===== config.mk =====
export PLATFORM = sky130hd
export DESIGN_NAME = dpram_fifo_ctrl
export DESIGN_NICKNAME = d
export VERILOG_FILES = /design/src/rtl/dpram_pkg.sv /design/src/rtl/dpram_fifo_ctrl.sv
export SDC_FILE = /design/constraint.sdc
export NUM_CORES = 1
export LEC_CHECK = 0
export BUFFER_PORTS_ARGS = -buffer_cell sky130_fd_sc_hd__buf_2
export CORE_UTILIZATION = 35
export DETAILED_ROUTE_END_ITERATION = 10
export SLEW_MARGIN = 20
export SYNTH_ARGS = -nofsm -noshare
export SYNTH_HDL_FRONTEND = slang
export SYNTH_SLANG_ARGS = --single-unit

===== constraint.sdc =====
create_clock -name clk -period 5.3 [get_ports clk]
set_input_delay 0.265 -clock clk [delete_from_list [all_inputs] [get_ports clk]]
set_output_delay 0.265 -clock clk [all_outputs]
set_load 0.05 [all_outputs]

===== src/rtl/dpram_pkg.sv =====
// Shared defaults and output-slot state type for the DPRAM FIFO controller.
package dpram_pkg;

  localparam int DPRAM_ADDR_WIDTH = 4;
  localparam int DPRAM_DATA_WIDTH = 8;
  localparam int DPRAM_DEPTH      = 16;

  typedef enum logic {
    EMPTY  = 1'b0,
    LOADED = 1'b1
  } slot_st_e;

endpackage


===== src/rtl/dpram_fifo_ctrl.sv =====
// FIFO controller driving an external synchronous-read DPRAM.
// The RAM read register doubles as the output slot, so out_data is ram_rd_data.
module dpram_fifo_ctrl
  import dpram_pkg::*;
#(
  parameter int ADDR_WIDTH = DPRAM_ADDR_WIDTH,
  parameter int DATA_WIDTH = DPRAM_DATA_WIDTH,
  parameter int DEPTH      = DPRAM_DEPTH
) (
  input  logic                  clk,
  input  logic                  rst,
  input  logic                  flush,
  input  logic                  in_valid,
  output logic                  in_ready,
  input  logic [DATA_WIDTH-1:0] in_data,
  output logic                  out_valid,
  input  logic                  out_ready,
  output logic [DATA_WIDTH-1:0] out_data,
  output logic [ADDR_WIDTH:0]   occupancy,
  output logic                  ram_wr_en,
  output logic [ADDR_WIDTH-1:0] ram_wr_addr,
  output logic [DATA_WIDTH-1:0] ram_wr_data,
  output logic                  ram_rd_en,
  output logic [ADDR_WIDTH-1:0] ram_rd_addr,
  input  logic [DATA_WIDTH-1:0] ram_rd_data
);

  localparam logic [ADDR_WIDTH:0]   CNT_FULL = (ADDR_WIDTH+1)'(DEPTH);
  localparam logic [ADDR_WIDTH:0]   CNT_ONE  = (ADDR_WIDTH+1)'(1);
  localparam logic [ADDR_WIDTH-1:0] PTR_ONE  = ADDR_WIDTH'(1);

  logic [ADDR_WIDTH-1:0] wr_ptr_q, wr_ptr_d;
  logic [ADDR_WIDTH-1:0] rd_ptr_q, rd_ptr_d;
  logic [ADDR_WIDTH:0]   cnt_q, cnt_d;
  slot_st_e              st_q, st_d;

  logic push;
  logic fetch;

  // rst gating keeps the handshake dead while reset is held
  assign in_ready = rst && !flush && (cnt_q < CNT_FULL);
  assign out_valid = (st_q == LOADED);
  assign push = in_valid && in_ready;
  assign fetch = rst && !flush && (cnt_q != '0) &&
                 (!out_valid || out_ready);

  assign ram_wr_en   = push;
  assign ram_wr_addr = wr_ptr_q;
  assign ram_wr_data = in_data;
  assign ram_rd_en   = fetch;
  assign ram_rd_addr = rd_ptr_q;
  assign out_data    = ram_rd_data;
  assign occupancy   = cnt_q + {{ADDR_WIDTH{1'b0}}, out_valid};

  always_comb begin
    wr_ptr_d = wr_ptr_q;
    rd_ptr_d = rd_ptr_q;
    cnt_d    = cnt_q;
    st_d     = st_q;
    if (flush) begin
      wr_ptr_d = '0;
      rd_ptr_d = '0;
      cnt_d    = '0;
      st_d     = EMPTY;
    end else begin
      if (push)
        wr_ptr_d = wr_ptr_q + PTR_ONE;
      if (fetch)
        rd_ptr_d = rd_ptr_q + PTR_ONE;
      unique case (1'b1)
        push && !fetch: cnt_d = cnt_q + CNT_ONE;
        fetch && !push: cnt_d = cnt_q - CNT_ONE;
        default:        cnt_d = cnt_q;
      endcase
      unique case (st_q)
        EMPTY:  if (fetch) st_d = LOADED;
        LOADED: if (out_ready && !fetch) st_d = EMPTY;
        default: st_d = EMPTY;
      endcase
    end
  end

  always_ff @(posedge clk or negedge rst) begin
    if (!rst) begin
      wr_ptr_q <= '0;
      rd_ptr_q <= '0;
      cnt_q    <= '0;
      st_q     <= EMPTY;
    end else begin
      wr_ptr_q <= wr_ptr_d;
      rd_ptr_q <= rd_ptr_d;
      cnt_q    <= cnt_d;
      st_q     <= st_d;
    end
  end

endmodule


Word-level counts from Yosys, hierarchy flattened. Index checks and enable logic that the tools add are counted.

Flip-flop bits (word level): 14. Output and inout bits: 33. Word-level logic and storage cells: 38.

Add/subtract/negate cells: 5. $lt $le $gt $ge: 1. Multiplexer cells: 10. Bitwise gates (word level): 1. Reduce and logical (&&, ||, !) cells: 17.

Operators with widths (number): $mux 4 (4); $pmux 5 s2 (1); $add 4x1->4 const B (2); $logic_and 1x1->1 (8); $add 5x1->5 (1); $add 5x1->5 const B (1); $lt 5x5->1 const B (1); $mux 5 (1); $reduce_bool 5->1 (1); $sub 5x1->5 const B (1); $logic_not 1->1 (4); $reduce_bool 2->1 (2); $mux 1 (3); $reduce_bool 3->1 (1); $pmux 1 s2 (1); $logic_or 1x1->1 (1); $not 1->1 (1).

Longest topological paths before layout. Gate-level depths: netlist of the first run.

Word-level depth: 9. Gate-level depth with buffers: 10. Gate-level depth less buffers: 9.

Least setup slack after synthesis of the first run. Ideal clock, no wire load.

Kind: register to register. Start point: register cnt_q[2]. End point: register cnt_q[4]. Setup time: 143 ps. Data arrival time: 2244 ps. Data required time: 5157 ps. Path slack: 2914 ps. Stages on the path, launching flop included: 11. Buffers on the path: 1. Cells stage by stage: dfrtp_1 > buf_6 > nor4_4 > nand2_1 > nand2b_1 > o21ai_0 > ha_1 > o31a_2 > o21a_1 > a2111oi_0 > a2111oi_0.

Longest elaborated chain between the ends: 7.

RTL lines: start, declared (line dpram_fifo_ctrl.sv:34) `logic [ADDR_WIDTH:0] cnt_q, cnt_d;`; start signal, assigned (line dpram_fifo_ctrl.sv:92) `cnt_q <= cnt_d;`; $lt 5x5->1 or $reduce_bool 5->1 (tied branches) (line dpram_fifo_ctrl.sv:41, dpram_fifo_ctrl.sv:44); $logic_and 1x1->1, on equally long branches (line dpram_fifo_ctrl.sv:41, dpram_fifo_ctrl.sv:44); $logic_and 1x1->1, on equally long branches (line dpram_fifo_ctrl.sv:43, dpram_fifo_ctrl.sv:44); $logic_not 1->1, on equally long branches (line dpram_fifo_ctrl.sv:72, dpram_fifo_ctrl.sv:71); $logic_and 1x1->1, on equally long branches (line dpram_fifo_ctrl.sv:72, dpram_fifo_ctrl.sv:71); $pmux 5 s2 (line dpram_fifo_ctrl.sv:70) `unique case (1'b1)`; $mux 5 (line dpram_fifo_ctrl.sv:60) `if (flush) begin`.

Several ways; a longest one is shown, not always the timed one. A chain may end at the register's enable or synchronous reset.

Worst setup path in the final report of the first run.
Start point: input rst. End point: register cnt_q[4].

Longest elaborated chain between the ends: 7.

RTL lines: start, declared (line dpram_fifo_ctrl.sv:11) `input logic rst,`; $logic_and 1x1->1 (*) (line dpram_fifo_ctrl.sv:41, dpram_fifo_ctrl.sv:44); $logic_and 1x1->1, on equally long branches (line dpram_fifo_ctrl.sv:41, dpram_fifo_ctrl.sv:44); $logic_and 1x1->1, on equally long branches (line dpram_fifo_ctrl.sv:43, dpram_fifo_ctrl.sv:44); $logic_not 1->1, on equally long branches (line dpram_fifo_ctrl.sv:72, dpram_fifo_ctrl.sv:71); $logic_and 1x1->1, on equally long branches (line dpram_fifo_ctrl.sv:72, dpram_fifo_ctrl.sv:71); $pmux 5 s2 (line dpram_fifo_ctrl.sv:70); $mux 5 (line dpram_fifo_ctrl.sv:60).

Every way passes the cells marked *; elsewhere a longest branch is shown, timed or not.

==> flow_metrics.tcl, run 1 <==
set metrics [dict create \
    grt_pass1_vias 726 \
    rsz0062_at_grt "false" \
    syn_area_per_cell_um2 9.77 \
    drive_above_1_share_pct 29.9 \
    final_area_mm2 0.00112 \
    path_buf_inv 2 \
    slew_headroom_pct 70.6 \
    tightest_slew_ns 0.440 \
    path_common_cell "a2111oi_0" \
    drc 5 \
    wl_um 2070 \
    netlist_top_cells_count "buf_4 (17), dfrtp_1 (14), nor2_1 (12)" \
    peakVddDrop_uv 188 \
    fin_crit_ns 2.73 \
    syn_inst 110 \
    first_pass_iters 7 \
    synth-seq-cells 14 \
    hold_viol 0 \
    clk_path_buf_depth 2 \
    cts-htree-levels 1 \
    drv_cap 0 \
    numCtsBuffers 3 \
    worstPathMaxFanout 18 \
    clock-sinks 14 \
    clock.fmax_mhz 367 \
    fin_skew_ns 0.00960 \
    netlist_area_mm2 0.00107 \
    cts-root-buf "clkbuf_4" \
    nets 145 \
    cpMaxStageDelayCell "dlygate4sd3_1" \
    die_w_um 57.4 \
    io_pins 54 \
    via_count 763 \
    antenna_found_initial 0 \
    path_delay_family "compound AO/OA/AOI/OAI gates" \
    fp-row-count 19 \
    finalCritPeriodShare_pct 51.4 \
    start_util_pct 38.0 \
    ant_nets 0 \
    synth-async-reset-ratio_pct 100 \
    drv_slew 0 \
    syn_to_final_growth_pct 4.42 \
    grt_max_degree 19 \
    first_iter_violations 28 \
    regToRegSetupSlack_ns 2.66 \
    synth_edf_count 0 \
    grt_overflow 0 \
    wl_per_cell_um 14.0 \
    fin_tns_setup_ns 0 \
    dieArea_mm2 0.00330 \
    grt_pass1_wl_um 3340 \
    path_clk_slew_ns 0.09 \
    hp-class "in2reg" \
    yosysUniqueCellTypes 33 \
    cts_tree "done" \
    synth_nets 137 \
    post-cts-setup-buffers 0 \
    violations "design-rule violations" \
    core_region_area_mm2 0.00283 \
    final_util_pct 39.7 \
    setup_viol 0 \
    yosys.area.top_type "dfrtp_1" \
    viasPerCell 5.16 \
    crit_required_ns 5.46 \
    crit_arrival_ns 2.88 \
    status "finished, violations left" \
    place_area_mm2 0.00108 \
    power_per_cell_area_mw_per_mm2 506 \
    synth-seq-area-share_pct 32.6 \
    place_congestion 0.883 \
    place.port_buffers 21 \
    diodes 0 \
    cpPeakStageDelay_ns 0.53 \
    grt_use_total_pct 13.1 \
    yosysMostFrequentCell "buf_4" \
    crit_path_cell_trace "dlygate4sd3_1 -> buf_2 -> nor2b_1 -> nand3_1 -> nand2b_1 -> o21ai_0 -> ha_1 -> o31a_2 -> o21a_1 -> a2111oi_0 -> a2111oi_0" \
    synth_area_leaders "dfrtp_1 (33%), buf_4 (12%), ha_1 (7.0%)" \
    cp-start-kind "input port" \
    synth_ff_type "dfrtp_1" \
    clock_latency_ns 0.29 \
    endpoint_kind "flop" \
    leakage_nw 0.576 \
    ys_warn_count 0 \
    path_class "in2reg" \
    dpl.hpwl_um 1540 \
    synth.top_cell.area_share_pct 32.6 \
    die-height_um 57.4 \
]
cell type report:
type	instances	area, um2
Multi-Input combinational cell	73	567
Fill cell	283	1710
Clock buffer	4	36.3
Sequential cell	14	350
Inverter	4	15.0
Tap cell	31	38.8
Timing Repair Buffer	22	115
placed cells by master (no fill, tap or decap), types with 5 or more instances in the layout:
cell type	synthesis	layout
buf_2	0	21
dfrtp_1	14	14
nor2_1	12	12
xor2_1	6	6
nand2_1	6	6
ha_1	6	6
a21oi_1	5	5
path summary, 6_finish.rpt:
check,startpoint,endpoint,cells past startpoint
setup / recovery,rst,cnt_q[4],11
hold / removal,flush,cnt_q[1],2
setup reg to reg,cnt_q[2],cnt_q[4],9
hold reg to reg,ram_rd_addr[3],ram_rd_addr[3],2
max in group asynchronous,rst,ram_rd_addr[1],2
min in group asynchronous,rst,cnt_q[2],2
power by group:
group / internal, mW / total (mW) / switching (mW)
clock: 0.0418 / 0.0786 / 0.0368
sequential: 0.127 / 0.170 / 0.0430
combinational: 0.112 / 0.319 / 0.208
per-stage QoR:
| stage | hold slack (ns) | setup WS (ns) | total power [mW] | instances |
|---|---|---|---|---|
| after floorplan | -0.0306 | 2.91 | 0.475 | 110 |
| after global placement | 0.215 | 2.78 | 0.486 | 143 |
| after detailed placement | 0.211 | 2.68 | 0.491 | 143 |
| after CTS | 0.339 | 2.57 | 0.575 | 148 |
| after global routing | 0.354 | 2.29 | 0.606 | 148 |
| final | 0.341 | 2.57 | 0.568 | 148 |
kinds of logic after synthesis:
logic type               count (synthesis)  synth area share (%)
AO/OA/AOI/OAI                           17                  12.3
XOR/XNOR                                11                  10.7
adder cells (fa/ha/maj)                  6                  6.98
buffers and inverters                   23                  14.7
flip-flops                              14                  32.6
multiplexers                             4                  3.73
AND/OR/NAND/NOR                         35                  19.0
layer usage:
metal  GRT usage, %  routed length (um)
met2           20.8                 977
met4           4.18                   0
met3           5.44                 187
met1           16.0                 904
met5              0                   0
registers in the layout, indices dropped and copies added, names as in the netlist:
register	flops
ram_wr_addr	4
cnt_q	5
ram_rd_addr	4
out_valid	1
timing repair:
| item | 4_1_cts | 5_1_grt |
|---|---|---|
| gates resized for setup | 0 | 0 |
| hold buffers | 1 | 0 |
| endpoints found under the hold margin | 14 | 0 |
Power figures use the tool's default switching activity.
==> run 2: changes to the inputs <==
==> constraint.sdc (replaced) <==
create_clock -name clk -period 2.6 [get_ports clk]
set_input_delay 0.13 -clock clk [delete_from_list [all_inputs] [get_ports clk]]
set_output_delay 0.13 -clock clk [all_outputs]
set_load 0.05 [all_outputs]
==> flow_metrics.tcl, run 2 (synthesis results as in run 1) <==
set metrics [dict create \
    seq_area_um2 350 \
    cpPeakStageDelay_ns 0.43 \
    cts-root-buf "clkbuf_4" \
    finalNonFillerCells 156 \
    antenna_found_initial 0 \
    setup_viol 0 \
    finalCritPeriodShare_pct 94.1 \
    multi_input_area_um2 576 \
    crit_required_ns 2.75 \
    via_count 799 \
    cts_tree "done" \
    place_congestion 0.915 \
    drv_slew 0 \
    grt_pass1_vias 713 \
    wl_per_cell_um 14.2 \
    core_region_area_mm2 0.00283 \
    grt_use_total_pct 14.3 \
    path_clk_slew_ns 0.09 \
    first_iter_violations 21 \
    drv_cap 0 \
    numCtsBuffers 3 \
    placed_cells 148 \
    status "finished, violations left" \
    dpl.hpwl_um 1650 \
    tightest_slew_ns 0.440 \
    total_power_mw 1.25 \
    syn_to_final_growth_pct 10.8 \
    fin_crit_ns 2.45 \
    cts-htree-levels 1 \
    endpoint_kind "flop" \
    die-height_um 57.4 \
    leakage_nw 0.626 \
    peakVddDrop_uv 523 \
    start_util_pct 38.0 \
    largest_reg_flops 5 \
    viasPerCell 5.12 \
    dp_slack_ns 0.0361 \
    grt_pass1_wl_um 3630 \
    fin_skew_ns 0.00629 \
    hp-class "in2reg" \
    diodes 0 \
    path_delay_family "compound AO/OA/AOI/OAI gates" \
    wl_um 2210 \
    n_fill_cell 280 \
    clock-sinks 14 \
    fin_ws_ns 0.154 \
    place.port_buffers 21 \
    drc 5 \
    fin_tns_setup_ns 0 \
    crit_path_cell_trace "or2b_2 -> nand3_1 -> nand2b_4 -> o21ai_0 -> ha_1 -> o31a_2 -> o21a_1 -> a2111oi_1 -> a2111oi_0" \
    die_w_um 57.4 \
    clock_latency_ns 0.28 \
    power_per_cell_area_mw_per_mm2 1050 \
    rsz0062_at_grt "false" \
    io_pins 54 \
    drive_above_1_share_pct 35.2 \
    grt_overflow 0 \
    top_register "cnt_q" \
    ant_nets 0 \
    worstPathMaxFanout 5 \
    layout_common_cells "buf_2 (21), dfrtp_1 (14), nor2_1 (12)" \
    final_common_cell "buf_2" \
    first_pass_iters 7 \
    clock.fmax_mhz 409 \
    path_class "reg2reg" \
    clk_path_buf_depth 2 \
    grt_max_degree 18 \
    final_util_pct 42.1 \
    cp-start-kind "flop" \
    crit_arrival_ns 2.60 \
    cpMaxStageDelayCell "dfrtp_1" \
    fp-row-count 19 \
    slew_headroom_pct 70.6 \
    hold_viol 0 \
    path_buf_inv 0 \
    nets 153 \
    violations "design-rule violations" \
    dieArea_mm2 0.00330 \
]
-- run 2: cell count changes in the layout (fill, tap and decap cells not counted) --
cell	delta
a2111oi_0	-1
a2111oi_1	+1
buf_4	+8
nand2b_1	-1
nand2b_4	+1
-- run 2: final timing paths --
| kind | startpoint | end | slack (ns) | cells past startpoint |
|---|---|---|---|---|
| setup / recovery | cnt_q[4] | cnt_q[4] | 0.15 | 9 |
| max in group asynchronous | rst | ram_rd_addr[3] | 2.06 | 3 |
| setup reg to reg | cnt_q[4] | cnt_q[4] | 0.15 | 9 |
| min in group asynchronous | rst | cnt_q[4] | 0.34 | 3 |
| hold / removal | flush | ram_rd_addr[2] | 0.22 | 2 |
| hold reg to reg | ram_rd_addr[3] | ram_rd_addr[3] | 0.55 | 2 |
-- run 2: per-stage QoR --
| step | instance area (um2) | hold slack [ns] |
|---|---|---|
| 2_1_floorplan | 1070 | -0.166 |
| 3_3_place_gp | 1110 | 0.103 |
| 3_5_place_dp | 1110 | 0.103 |
| 4_1_cts | 1160 | 0.215 |
| 5_1_grt | 1190 | 0.227 |
| 6_report | 1190 | 0.221 |
-- run 2: power breakdown --
group          switching [mW]  internal [mW]  total, mW
Clock                  0.0703         0.0851      0.155
Sequential             0.0548          0.260      0.314
Combinational           0.494          0.288      0.781
-- run 2: final cells by class --
class | instances | share of cell area (%)
clock buffers | 4 | 3.05
inverters | 4 | 1.26
multi-input cells | 73 | 48.3
flip-flops and latches | 14 | 29.4
well taps | 31 | 3.26
repair buffers | 30 | 14.7
-- run 2: metal layers --
layer  routed length, um  vias up  global-route usage [%]  share of wire (%)
met5                   0        -                       0                  0
met4                  14        0                    3.83               0.63
met3                 161        2                    4.76                7.3
met2                1020       32                    21.9                 46
met1                1020      376                    19.3                 46
li1                    -      389                       -                  -
-- run 2: worst register-to-register path, stage by stage, from the launching register on --
cell	delay (ns)
dfrtp_1	0.43
or2b_2	0.32
nand3_1	0.14
nand2b_4	0.17
o21ai_0	0.09
ha_1	0.23
o31a_2	0.30
o21a_1	0.17
a2111oi_1	0.36
a2111oi_0	0.12
-- run 2: repair_timing --
item | in CTS | in global routing
gates resized for setup | 0 | 2
hold endpoints to repair | 14 | 0
buffers inserted | 0 | 3
setup endpoints to repair | 0 | 1
hold buffers | 1 | 0
